$ cat config.mk
export PLATFORM = sky130hd
export DESIGN_NAME = axis_packet_arbiter_flat
export DESIGN_NICKNAME = d
export VERILOG_FILES = /design/src/rtl/axis_packet_arbiter_pkg.sv /design/src/rtl/axis_packet_arbiter_if.sv /design/src/rtl/axis_packet_arbiter_rr_select.sv /design/src/rtl/axis_packet_arbiter.sv /design/src/flat_wrapper.sv
export SDC_FILE = /design/constraint.sdc
export NUM_CORES = 1
export LEC_CHECK = 0
export BUFFER_PORTS_ARGS = -buffer_cell sky130_fd_sc_hd__buf_2
export CAP_MARGIN = 30
export CORE_UTILIZATION = 40
export CTS_CLUSTER_DIAMETER = 150
export DETAILED_ROUTE_END_ITERATION = 6
export PLACE_DENSITY = 0.76
export SYNTH_ARGS = -nofsm -noshare
export SYNTH_HDL_FRONTEND = slang
export SYNTH_SLANG_ARGS = --single-unit
export TNS_END_PERCENT = 5
$ cat constraint.sdc
create_clock -name clk -period 6.1 [get_ports clk]
set_input_delay 0.61 -clock clk [delete_from_list [all_inputs] [get_ports clk]]
set_output_delay 0.61 -clock clk [all_outputs]
set_load 0.005 [all_outputs]
$ cat src/rtl/axis_packet_arbiter_pkg.sv
// rtl/axis_packet_arbiter_pkg.sv - shared types and constants for the packet arbiter
package processor_arbiter_config;

    typedef enum logic [1:0] {
        IDLE  = 2'd0,
        GRANT = 2'd1,
        FLUSH = 2'd2
    } state_t;

    // Source index width for the default four-source build
    localparam int SRC_W = 2;

    localparam int ABORT_BIT = 0;
    localparam int TRUNC_BIT = 1;

endpackage

$ cat src/rtl/axis_packet_arbiter_if.sv
// rtl/axis_packet_arbiter_if.sv - source-side and processor-side stream bundle
interface axis_packet_arbiter_if #(
    parameter int NUM_SRC    = 4,
    parameter int DATA_WIDTH = 32,
    parameter int SRC_W      = $clog2(NUM_SRC)
) ();
    logic [NUM_SRC-1:0]            s_tvalid;
    logic [NUM_SRC-1:0]            s_tready;
    logic [NUM_SRC*DATA_WIDTH-1:0] s_tdata;
    logic [NUM_SRC-1:0]            s_tlast;
    logic                          m_tvalid;
    logic                          m_tready;
    logic [DATA_WIDTH-1:0]         m_tdata;
    logic                          m_tlast;
    logic [SRC_W-1:0]              m_tid;
    logic [1:0]                    m_tuser;

    modport master (
        input  s_tvalid, s_tdata, s_tlast, m_tready,
        output s_tready, m_tvalid, m_tdata, m_tlast, m_tid, m_tuser
    );

    modport slave (
        output s_tvalid, s_tdata, s_tlast, m_tready,
        input  s_tready, m_tvalid, m_tdata, m_tlast, m_tid, m_tuser
    );
endinterface

$ cat src/rtl/axis_packet_arbiter_rr_select.sv
// rtl/axis_packet_arbiter_rr_select.sv - first requester at or after ptr, modulo NUM_SRC
module axis_packet_arbiter_rr_select #(
    parameter int NUM_SRC = 4,
    parameter int SRC_W   = $clog2(NUM_SRC)
) (
    input  logic [NUM_SRC-1:0] req,
    input  logic [SRC_W-1:0]   ptr,
    output logic [SRC_W-1:0]   gnt_idx,
    output logic               any_req
);
    logic [NUM_SRC-1:0] rot;
    logic [SRC_W-1:0]   off;
    logic [SRC_W:0]     sum;

    always_comb begin
        rot = NUM_SRC'({req, req} >> ptr);
        off = '0;
        for (int i = NUM_SRC - 1; i >= 0; i--) begin
            if (rot[i]) off = SRC_W'(i);
        end
        // Undo the rotation; one extra bit keeps ptr+off from wrapping early
        sum = {1'b0, ptr} + {1'b0, off};
        if (sum >= (SRC_W+1)'(NUM_SRC)) sum = sum - (SRC_W+1)'(NUM_SRC);
        gnt_idx = sum[SRC_W-1:0];
        any_req = |req;
    end
endmodule

$ cat src/rtl/axis_packet_arbiter.sv
// rtl/axis_packet_arbiter.sv - packet-granular round-robin stream arbiter
module axis_packet_arbiter #(
    parameter int NUM_SRC       = 4,
    parameter int DATA_WIDTH    = 32,
    parameter int STALL_TIMEOUT = 64,
    parameter int MAX_PKT_BEATS = 256,
    parameter int SRC_W         = $clog2(NUM_SRC)
) (
    input  logic                  clk,
    input  logic                  arstn,
    axis_packet_arbiter_if.master bus,
    output logic                  busy,
    output logic [15:0]           stall_events
);
    import processor_arbiter_config::state_t;
    import processor_arbiter_config::IDLE;
    import processor_arbiter_config::GRANT;
    import processor_arbiter_config::FLUSH;
    import processor_arbiter_config::ABORT_BIT;
    import processor_arbiter_config::TRUNC_BIT;

    localparam int IDLE_W = (STALL_TIMEOUT > 1) ? $clog2(STALL_TIMEOUT) : 1;
    localparam int BEAT_W = (MAX_PKT_BEATS > 1) ? $clog2(MAX_PKT_BEATS) : 1;

    state_t            state_q, state_d;
    logic [SRC_W-1:0]  rr_ptr_q, rr_ptr_d;
    logic [SRC_W-1:0]  grant_q, grant_d;
    logic [IDLE_W-1:0] idle_cnt_q, idle_cnt_d;
    logic [BEAT_W-1:0] beat_cnt_q, beat_cnt_d;
    logic [15:0]       stall_q, stall_d;

    logic [SRC_W-1:0]  sel_idx;
    logic              sel_any;
    logic              src_valid;
    logic              src_last;
    logic              trunc_hit;
    logic              pkt_end;
    logic [SRC_W-1:0]  next_ptr;

    axis_packet_arbiter_rr_select #(.NUM_SRC(NUM_SRC), .SRC_W(SRC_W)) u_rr_select (
        .req     (bus.s_tvalid),
        .ptr     (rr_ptr_q),
        .gnt_idx (sel_idx),
        .any_req (sel_any)
    );

    always_comb begin
        state_d      = state_q;
        rr_ptr_d     = rr_ptr_q;
        grant_d      = grant_q;
        idle_cnt_d   = idle_cnt_q;
        beat_cnt_d   = beat_cnt_q;
        stall_d      = stall_q;
        bus.s_tready = '0;
        bus.m_tvalid = 1'b0;
        bus.m_tdata  = '0;
        bus.m_tlast  = 1'b0;
        bus.m_tid    = '0;
        bus.m_tuser  = 2'b00;

        src_valid = bus.s_tvalid[grant_q];
        src_last  = bus.s_tlast[grant_q];
        trunc_hit = (MAX_PKT_BEATS != 0) && (int'(beat_cnt_q) == MAX_PKT_BEATS - 1);
        pkt_end   = src_last | trunc_hit;
        next_ptr  = (grant_q == SRC_W'(NUM_SRC - 1)) ? '0 : grant_q + SRC_W'(1);

        case (state_q)
            IDLE: begin
                idle_cnt_d = '0;
                beat_cnt_d = '0;
                if (sel_any) begin
                    grant_d = sel_idx;
                    state_d = GRANT;
                end
            end
            GRANT: begin
                bus.m_tvalid           = src_valid;
                bus.m_tdata            = bus.s_tdata[grant_q*DATA_WIDTH +: DATA_WIDTH];
                bus.m_tlast            = pkt_end;
                bus.m_tid              = grant_q;
                bus.m_tuser[TRUNC_BIT] = trunc_hit & ~src_last;
                bus.s_tready[grant_q]  = bus.m_tready;
                if (src_valid && bus.m_tready) begin
                    beat_cnt_d = beat_cnt_q + BEAT_W'(1);
                    idle_cnt_d = '0;
                    if (pkt_end) begin
                        state_d    = IDLE;
                        rr_ptr_d   = next_ptr;
                        beat_cnt_d = '0;
                    end
                end else if (!src_valid) begin
                    // Backpressure with valid held high is not a stall
                    if (STALL_TIMEOUT != 0 && int'(idle_cnt_q) == STALL_TIMEOUT - 1) begin
                        state_d = FLUSH;
                    end else begin
                        idle_cnt_d = idle_cnt_q + IDLE_W'(1);
                    end
                end else begin
                    idle_cnt_d = '0;
                end
            end
            FLUSH: begin
                bus.m_tvalid           = 1'b1;
                bus.m_tlast            = 1'b1;
                bus.m_tid              = grant_q;
                bus.m_tuser[ABORT_BIT] = 1'b1;
                if (bus.m_tready) begin
                    state_d  = IDLE;
                    rr_ptr_d = next_ptr;
                    stall_d  = (stall_q == 16'hFFFF) ? stall_q : stall_q + 16'd1;
                end
            end
            default: state_d = IDLE;
        endcase
    end

    always_ff @(posedge clk or negedge arstn) begin
        if (!arstn) begin
            state_q    <= IDLE;
            rr_ptr_q   <= '0;
            grant_q    <= '0;
            idle_cnt_q <= '0;
            beat_cnt_q <= '0;
            stall_q    <= '0;
        end else begin
            state_q    <= state_d;
            rr_ptr_q   <= rr_ptr_d;
            grant_q    <= grant_d;
            idle_cnt_q <= idle_cnt_d;
            beat_cnt_q <= beat_cnt_d;
            stall_q    <= stall_d;
        end
    end

    assign busy         = (state_q != IDLE);
    assign stall_events = stall_q;
endmodule

$ cat src/flat_wrapper.sv
// flat-port wrapper written by rule: the top's interface ports become plain ports
module axis_packet_arbiter_flat import processor_arbiter_config::state_t; import processor_arbiter_config::IDLE; import processor_arbiter_config::GRANT; import processor_arbiter_config::FLUSH; import processor_arbiter_config::ABORT_BIT; import processor_arbiter_config::TRUNC_BIT;
#(
    parameter int NUM_SRC       = 4,
    parameter int DATA_WIDTH    = 32,
    parameter int STALL_TIMEOUT = 64,
    parameter int MAX_PKT_BEATS = 256,
    parameter int SRC_W         = $clog2(NUM_SRC)
)
  (clk, arstn, busy, stall_events, bus_s_tvalid, bus_s_tdata, bus_s_tlast, bus_m_tready, bus_s_tready, bus_m_tvalid, bus_m_tdata, bus_m_tlast, bus_m_tid, bus_m_tuser);
  axis_packet_arbiter_if #(.NUM_SRC(NUM_SRC), .DATA_WIDTH(DATA_WIDTH), .SRC_W(SRC_W)) bus_i ();
  input  logic clk;
  input  logic arstn;
  output logic busy;
  output logic [15:0] stall_events;
  input wire logic [$bits(bus_i.s_tvalid)-1:0] bus_s_tvalid;
  input wire logic [$bits(bus_i.s_tdata)-1:0] bus_s_tdata;
  input wire logic [$bits(bus_i.s_tlast)-1:0] bus_s_tlast;
  input wire logic [$bits(bus_i.m_tready)-1:0] bus_m_tready;
  output wire logic [$bits(bus_i.s_tready)-1:0] bus_s_tready;
  output wire logic [$bits(bus_i.m_tvalid)-1:0] bus_m_tvalid;
  output wire logic [$bits(bus_i.m_tdata)-1:0] bus_m_tdata;
  output wire logic [$bits(bus_i.m_tlast)-1:0] bus_m_tlast;
  output wire logic [$bits(bus_i.m_tid)-1:0] bus_m_tid;
  output wire logic [$bits(bus_i.m_tuser)-1:0] bus_m_tuser;
  assign bus_i.s_tvalid = bus_s_tvalid;
  assign bus_i.s_tdata = bus_s_tdata;
  assign bus_i.s_tlast = bus_s_tlast;
  assign bus_i.m_tready = bus_m_tready;
  assign bus_s_tready = bus_i.s_tready;
  assign bus_m_tvalid = bus_i.m_tvalid;
  assign bus_m_tdata = bus_i.m_tdata;
  assign bus_m_tlast = bus_i.m_tlast;
  assign bus_m_tid = bus_i.m_tid;
  assign bus_m_tuser = bus_i.m_tuser;
  axis_packet_arbiter #(.NUM_SRC(NUM_SRC), .DATA_WIDTH(DATA_WIDTH), .STALL_TIMEOUT(STALL_TIMEOUT), .MAX_PKT_BEATS(MAX_PKT_BEATS), .SRC_W(SRC_W)) u_core (.clk(clk), .arstn(arstn), .bus(bus_i), .busy(busy), .stall_events(stall_events));
endmodule
==> summary.md, run 1 <==
| Metric | Value |
|---|---|
| Number of nets with antenna violations after routing | `0` |
| Ratio of cells with drive above 1 in the final layout | `50.80%` |
| Number of H-tree levels | `2` |
| Post-layout minimum cycle time | `2.767 ns` |
| Clk_skew | `0.01172 ns` |
| Die height | `91.17 µm` |
| Yosys reg bits | `36` |
| Maximum fanout along the worst path | `37` |
| Path class of the lowest-slack min-delay path | `input pin to asynchronous set/reset pin` |
| Data arrival time of the critical path | `2.16 ns` |
| Number of global-route vias before repair | `3109` |
| Number of CTS-inserted buffers | `5` |
| Type of the worst setup path | `flip-flop to output port` |
| Clk Latency, worst-skew pair | `0.29 ns` |
| Standard cell with the maximum stage delay on the critical path | `sky130_fd_sc_hd__mux4_2` |
| Number of DRC markers after the initial detailed-route iteration | `197` |
| Post-CTS setup repair buffer count | `0` |
| TritonCTS clock tree | `yes` |
| Transition time of the tightest slew-check pin | `0.7962 ns` |
| Kind of cell adding the most delay to the critical path | `buffers and inverters` |
| Global-route wire length before repair | `15.72 mm` |
| Reported max-cap violation count | `0` |
| Post-detailed-route DRC marker count | `0` |
| Clock sink count | `36` |
| Flop2flop setup slack | `3.58 ns` |
| Horizontal die dimension | `91.17 µm` |
| Die Outline Area | `8312 µm²` |
| F_max | `361.3 MHz` |
| Number of enable flip-flop cells after synthesis | `0` |
| Total via count after detailed routing | `3285` |
| Resized Gates After CTS | `0` |
| Crit path buffers/inverters | `2` |
| CP startpoint kind | `flip-flop` |
| Non-Filler Instances | `602` |
| Library cell with the largest summed area after synthesis | `sky130_fd_sc_hd__dfrtp_1` |
| Synthesized Nets | `456` |
| Number of instances in the placed design | `594` |
| Share of the synthesized area in the top cell type | `28.32%` |
| Clk root buf | `sky130_fd_sc_hd__clkbuf_8` |
| Required time of the worst setup path | `5.49 ns` |
| Multi-input gate area | `2185 µm²` |
| Longest individual stage delay on the worst path | `0.60 ns` |
| Nets | `649` |
| Sequential cell area | `902.1 µm²` |
| Mean Syn Cell Area | `10.39 µm²` |
| Gate Count Post-Synth | `306` |
| Number of standard-cell rows in the floorplan | `32` |
| Initial cell density of the core | `41.16%` |
| Reported leakage power | `2.262 nW` |
| Post-route core utilization | `56.99%` |
| PortBufs | `197` |
| Maximum number of pins on one net before global-route repair | `51` |
| Hold bufs inserted after CTS | `0` |
| Result of the run | `complete, no violations` |
| Ys async rst share | `100.0%` |
| RSZ-0062 raised after global routing | `false` |
| Netlist cell types | `51` |
| Average wire per cell in the routed design | `16.75 µm` |
| DP HPWL | `8.100 mm` |
| Final period util | `45.37%` |
| Synthesis-to-layout area growth | `38.47%` |
| Weighted congestion reported at the end of routability-driven placement | `0.8832` |
| Fill cell total of the finished layout | `702` |
| Number of setup violations in the final report | `0` |
| Synthesized cell area | `3181 µm²` |
| Crit. End Element | `output port` |
| Relative max-transition margin | `46.92%` |
| Number of detailed-route iterations in the first pass | `4` |
| Antenna diode count | `0` |
| Post-route setup TNS | `0 ns` |
| Hold Fails Final Rpt | `0` |
| Primary FF master, synth | `sky130_fd_sc_hd__dfrtp_1` |
| Global route total overflow | `0` |
| Dominant cell by count in the synthesized netlist | `sky130_fd_sc_hd__dfrtp_1` |
| Top Ports | `198` |
| Number of antenna violations at the first check in global routing | `1` |
| Top cells by area, synth | `sky130_fd_sc_hd__dfrtp_1, sky130_fd_sc_hd__mux4_2, sky130_fd_sc_hd__and2_1, sky130_fd_sc_hd__ha_1, sky130_fd_sc_hd__nand2_1` |
| Synth cell count leaders | `sky130_fd_sc_hd__dfrtp_1, sky130_fd_sc_hd__and2_1, sky130_fd_sc_hd__mux4_2, sky130_fd_sc_hd__nand2_1, sky130_fd_sc_hd__o21ai_0` |
| Std-Cell Core Area | `7727 µm²` |
| Register area share after synthesis | `28.32%` |
| Vias per cell | `5.457` |
| Final Slew Violations | `0` |
| Cell-by-cell listing of the critical path | `buf_4 > mux4_2 > and2_1 > buf_2` |
| Warnings from Yosys | `0` |
| Ratio of total power to cell area | `357.9 nW/µm²` |
| Clock edge transition at the registers on the reported setup and hold paths | `0.07 ns` |
| Total wirelength of the detailed-routed design | `10.08 mm` |
| Overall fraction of global-route tracks in use | `24.14%` |
| Number of buffers on the longest clock path | `2` |
| Worst vdd rail ir drop | `0.3057 mV` |
## per-layer routing
metal	vias up	share of wire, %	global-route usage (%)	wire length [µm]
met1	1599	41	31.27	4174
met2	144	49	41.41	4941
met4	2	1.3	4.894	135
met5	-	0.13	0	13
met3	16	8.1	5.444	820
li1	1524	-	-	-
## kinds of logic after synthesis
group / synth area share [%]
buffers and inverters: 2.990
xor gates and xnor gates: 5.232
DFF: 28.32
muxes: 26.36
AOI/OAI and AO/OA: 10.62
and+or+nand+nor: 22.15
adders and majority gates: 4.327
## layout by cell type (no fill, tap or decap), drive strengths merged, types with 10 or more instances in the layout
master / instances
and3: 12
and2: 34
nand2: 26
xor2: 10
ha: 11
nor2: 15
mux4: 33
o21ai: 18
nand3: 12
dfrtp: 36
buf: 200
## flip-flops by register name, indices dropped and copies added (netlist names)
signal               flops
u_core.stall_events     16
u_core.beat_cnt_q        8
u_core.idle_cnt_q        6
u_core.grant_q           2
u_core.rr_ptr_q          2
u_core.state_q           2
## final timing paths
| check | from | endpoint | cells after the start |
|---|---|---|---|
| worst max-delay path | u_core.grant_q[0]$_DFFE_PN0P_ | bus_m_tdata[18] | 4 |
| worst min-delay path | arstn | u_core.stall_events[13]$_DFFE_PN0P_ | 1 |
| worst max register to register | u_core.grant_q[0]$_DFFE_PN0P_ | u_core.rr_ptr_q[0]$_DFFE_PN0P_ | 6 |
| worst min register to register | u_core.stall_events[15]$_DFFE_PN0P_ | u_core.stall_events[15]$_DFFE_PN0P_ | 1 |
| max in group asynchronous | arstn | u_core.grant_q[0]$_DFFE_PN0P_ | 1 |
| min in group clk | u_core.stall_events[15]$_DFFE_PN0P_ | u_core.stall_events[15]$_DFFE_PN0P_ | 1 |
## power breakdown
part | total [mW] | switching, mW | internal [mW]
logic | 0.971 | 0.466 | 0.506
registers | 0.312 | 0.0419 | 0.270
clock network | 0.293 | 0.0883 | 0.205
## final cells by class
type / count / share of cell area [%]
clock buffer: 5 / 1.563
clock inverter: 3 / 2.045
inverter: 6 / 0.5114
multi-input combinational: 250 / 49.60
sequential: 36 / 20.48
tap: 102 / 2.898
timing repair buffer: 200 / 22.90
## stage by stage
stage          hold WS [ns]  setup WS (ns)  instance area (µm²)  total power, mW
2_1_floorplan        0.3144          3.812                 3181           0.9896
3_3_place_gp         0.4721          3.582                 4245            1.260
3_5_place_dp         0.4834          3.544                 4245            1.289
4_1_cts              0.4316          3.297                 4404            1.585
5_1_grt              0.4655          3.091                 4404            1.692
6_report             0.4041          3.333                 4404            1.576
## worst register-to-register path: cells and delay by family, from the launching register on
family,cells,cell delay [ns]
buf+inv,1,0.54
flops,1,0.41
compound gates,2,0.66
simple gates,1,0.23
mux,2,0.57
Power figures use the tool's default switching activity.
==> run 2, diff against run 1 <==
--- a/config.mk
+++ b/config.mk
@@ -5,12 +5,13 @@
 export SDC_FILE = /design/constraint.sdc
 export NUM_CORES = 1
 export LEC_CHECK = 0
+export ABC_AREA = 1
 export BUFFER_PORTS_ARGS = -buffer_cell sky130_fd_sc_hd__buf_2
 export CAP_MARGIN = 30
 export CORE_UTILIZATION = 40
 export CTS_CLUSTER_DIAMETER = 150
 export DETAILED_ROUTE_END_ITERATION = 6
-export PLACE_DENSITY = 0.76
+export PLACE_DENSITY = 0.73
 export SYNTH_ARGS = -nofsm -noshare
 export SYNTH_HDL_FRONTEND = slang
 export SYNTH_SLANG_ARGS = --single-unit
==> constraint.sdc (replaced) <==
create_clock -name clk -period 2.57 [get_ports clk]
set_input_delay 0.257 -clock clk [delete_from_list [all_inputs] [get_ports clk]]
set_output_delay 0.257 -clock clk [all_outputs]
set_load 0.005 [all_outputs]
==> summary.md, run 2 <==
| Metric | Value |
|---|---|
| Number of CTS-inserted buffers | `5` |
| Library cell with the largest summed area after synthesis | `sky130_fd_sc_hd__dfrtp_1` |
| Post-layout minimum cycle time | `2.327 ns` |
| Number of buffers on the longest clock path | `2` |
| Post-detailed-route DRC marker count | `0` |
| Register area share after synthesis | `24.84%` |
| Maximum number of pins on one net before global-route repair | `72` |
| Synthesized Nets | `776` |
| Global route total overflow | `0` |
| Crit. End Element | `output port` |
| Switching component of the power | `2.105 mW` |
| Number of enable flip-flop cells after synthesis | `0` |
| Combinational cell fraction of total power | `68.7%` |
| Number of detailed-route iterations in the first pass | `4` |
| Final period util | `90.53%` |
| Total wirelength of the detailed-routed design | `11.41 mm` |
| Final Slew Violations | `0` |
| Path class of the lowest-slack min-delay path | `input pin to asynchronous set/reset pin` |
| Antenna diode count | `0` |
| Mean Syn Cell Area | `5.792 µm²` |
| Resized Gates After CTS | `0` |
| Number of setup violations in the final report | `0` |
| Clock power share | `11.9%` |
| Clk Latency, worst-skew pair | `0.29 ns` |
| Reg-to-reg endpoint | `u_core.state_q[1]$_DFFE_PN0P_` |
| Standard cell with the maximum stage delay on the critical path | `sky130_fd_sc_hd__ha_1` |
| Number of antenna violations at the first check in global routing | `0` |
| Clk_skew | `0.004140 ns` |
| Primary FF master, synth | `sky130_fd_sc_hd__dfrtp_1` |
| Flop2flop setup slack | `0.57 ns` |
| Warnings from Yosys | `0` |
| Hold Fails Final Rpt | `0` |
| Internal power summed over all cells | `1.996 mW` |
| Post-CTS setup repair buffer count | `0` |
| Commonest non-fill, non-tap cells in the layout | `sky130_fd_sc_hd__buf_2, sky130_fd_sc_hd__nor2_1, sky130_fd_sc_hd__nand2_1` |
| Reported leakage power | `2.584 nW` |
| Non-Filler Instances | `913` |
| Top Ports | `198` |
| DP HPWL | `8.969 mm` |
| Number of instances in the placed design | `905` |
| Ratio of cells with drive above 1 in the final layout | `28.07%` |
| Netlist cell types | `32` |
| F_max | `429.8 MHz` |
| PortBufs | `197` |
| Maximum fanout along the worst path | `35` |
| Fill cell total of the finished layout | `903` |
| Std-Cell Core Area | `8763 µm²` |
| Post-route core utilization | `54.21%` |
| Longest individual stage delay on the worst path | `0.41 ns` |
| Required time of the worst setup path | `2.31 ns` |
| RSZ-0062 raised after global routing | `false` |
| Sw Ratio | `51.33%` |
| Number of H-tree levels | `2` |
| Top cells by area, synth | `sky130_fd_sc_hd__dfrtp_1, sky130_fd_sc_hd__nor2_1, sky130_fd_sc_hd__nand2_1, sky130_fd_sc_hd__o21ai_0, sky130_fd_sc_hd__nand3_1` |
| Share of the synthesized area in the top cell type | `24.84%` |
| Post-route setup TNS | `0 ns` |
| Horizontal die dimension | `97.21 µm` |
| Most used cell along the critical path | `sky130_fd_sc_hd__inv_1` |
| Weighted congestion reported at the end of routability-driven placement | `0.9525` |
| Worst vdd rail ir drop | `0.5722 mV` |
| Hold bufs inserted after CTS | `0` |
| Total via count after detailed routing | `4549` |
| TritonCTS clock tree | `yes` |
| Synth cell count leaders | `sky130_fd_sc_hd__nor2_1, sky130_fd_sc_hd__nand2_1, sky130_fd_sc_hd__o21ai_0, sky130_fd_sc_hd__inv_1, sky130_fd_sc_hd__nand3_1` |
| Dominant cell by count in the synthesized netlist | `sky130_fd_sc_hd__nor2_1` |
| Synthesis-to-layout area growth | `31.02%` |
| Type of the worst setup path | `flip-flop to output port` |
| Data arrival time of the critical path | `2.07 ns` |
| Initial cell density of the core | `41.38%` |
| Reported max-cap violation count | `0` |
| Nets | `954` |
| Leading cell type in the layout, fill and taps excluded | `sky130_fd_sc_hd__buf_2` |
| Clk root buf | `sky130_fd_sc_hd__clkbuf_8` |
| Number of standard-cell rows in the floorplan | `34` |
| Overall fraction of global-route tracks in use | `23.42%` |
| CP startpoint kind | `flip-flop` |
| Number of flip-flops in the largest register | `16` |
| Share of total power in sequential cells | `19.4%` |
| Cell-by-cell listing of the critical path | `inv_1 > ha_1 > inv_1 > buf_4 > a21oi_1 > buf_2` |
| Transition time of the tightest slew-check pin | `0.8044 ns` |
| Gate Count Post-Synth | `626` |
| Path depth of the worst reg2reg path | `9` |
| Number of DRC markers after the initial detailed-route iteration | `179` |
| Average wire per cell in the routed design | `12.50 µm` |
| Die Outline Area | `9450 µm²` |
| Ratio of total power to cell area | `863.2 nW/µm²` |
| Clock edge transition at the registers on the reported setup and hold paths | `0.07 ns` |
| Relative max-transition margin | `46.37%` |
| Worst hold-check slack | `0.05362 ns` |
| Clock sink count | `36` |
| Yosys reg bits | `36` |
| Synthesized cell area | `3626 µm²` |
| Crit Reg-Reg Startpoint | `u_core.state_q[1]$_DFFE_PN0P_` |
| Number of global-route vias before repair | `4094` |
| Number of nets with antenna violations after routing | `0` |
| Vias per cell | `4.982` |
| Die height | `97.21 µm` |
| Ys async rst share | `100.0%` |
| Global-route wire length before repair | `18.56 mm` |
| Result of the run | `complete, no violations` |
## run 2: changes by cell type after synthesis, sizes merged, moves of 6 or more
cell	before	now
and3	12	0
o21ai	18	80
clkbuf	6	15
a21oi	6	35
nand3	12	40
buf	8	17
nand2b	6	0
mux4	33	0
nand2	26	147
and2	34	1
nor2	15	164
inv	6	45
## run 2: area by class of cell
| class | instances | area, µm² | area share [%] |
|---|---|---|---|
| repair buffers | 203 | 1044 | 21.96 |
| multi-input cells | 513 | 2391 | 50.33 |
| clock buffers | 6 | 72.57 | 1.528 |
| flip-flops and latches | 36 | 902.1 | 18.99 |
| inverters | 45 | 171.4 | 3.608 |
| well taps | 108 | 135.1 | 2.844 |
| clock inverters | 2 | 35.03 | 0.7374 |
## run 2: through the flow
stage	power, mW	cell area, µm²	setup WS (ns)
after floorplan	2.768	3626	0.9797
after global routing	4.557	4751	0.1142
after global placement	3.546	4643	0.6177
after CTS	4.112	4751	0.2505
final	4.101	4751	0.2435
after detailed placement	3.612	4643	0.5779
## run 2: worst max-delay path by stage
stage,startpoint,to,slack [ns],depth (start not counted)
2_1_floorplan,u_core.stall_events[0]$_DFFE_PN0P_,u_core.stall_events[7]$_DFFE_PN0P_,0.98,10
3_3_place_gp,u_core.state_q[1]$_DFFE_PN0P_,bus_m_tdata[1],0.62,6
3_5_place_dp,u_core.state_q[1]$_DFFE_PN0P_,bus_m_tdata[1],0.58,6
4_1_cts,u_core.state_q[1]$_DFFE_PN0P_,bus_m_tdata[1],0.25,6
5_1_grt,u_core.state_q[1]$_DFFE_PN0P_,bus_m_tdata[1],0.11,6
6_report,u_core.state_q[1]$_DFFE_PN0P_,bus_m_tdata[1],0.24,6
## run 2: cell families after synthesis
family,count (synthesis),synth area share (%)
and+or+nand+nor,367,41.62
AOI/OAI and AO/OA,119,16.67
buffers and inverters,77,9.213
xor gates and xnor gates,16,3.865
DFF,36,24.84
adders and majority gates,11,3.796
## run 2: power groups by stage
stage,Combinational (mW),Sequential (mW),Clock (mW)
2_1_floorplan,2.00,0.770,0
3_3_place_gp,2.75,0.797,0
3_5_place_dp,2.81,0.804,0
4_1_cts,2.82,0.794,0.501
5_1_grt,3.22,0.815,0.527
6_report,2.82,0.796,0.487
## run 2: critical path, delay by kind of cell (launching register included)
family | cells | cell delay [ns]
AO/OA/AOI/OAI | 1 | 0.27
buffers and inverters | 4 | 0.69
flip-flops | 1 | 0.40
adder cells (fa/ha/maj) | 1 | 0.41
## run 2: metal layers
layer  track usage, %  share of wire, %  vias to the layer above
met2            39.06                47                      149
li1                 -                 -                     2352
met3            3.813               5.6                       14
met4            5.204               1.2                        0
met1            31.85                46                     2034
met5                0                 0                        -
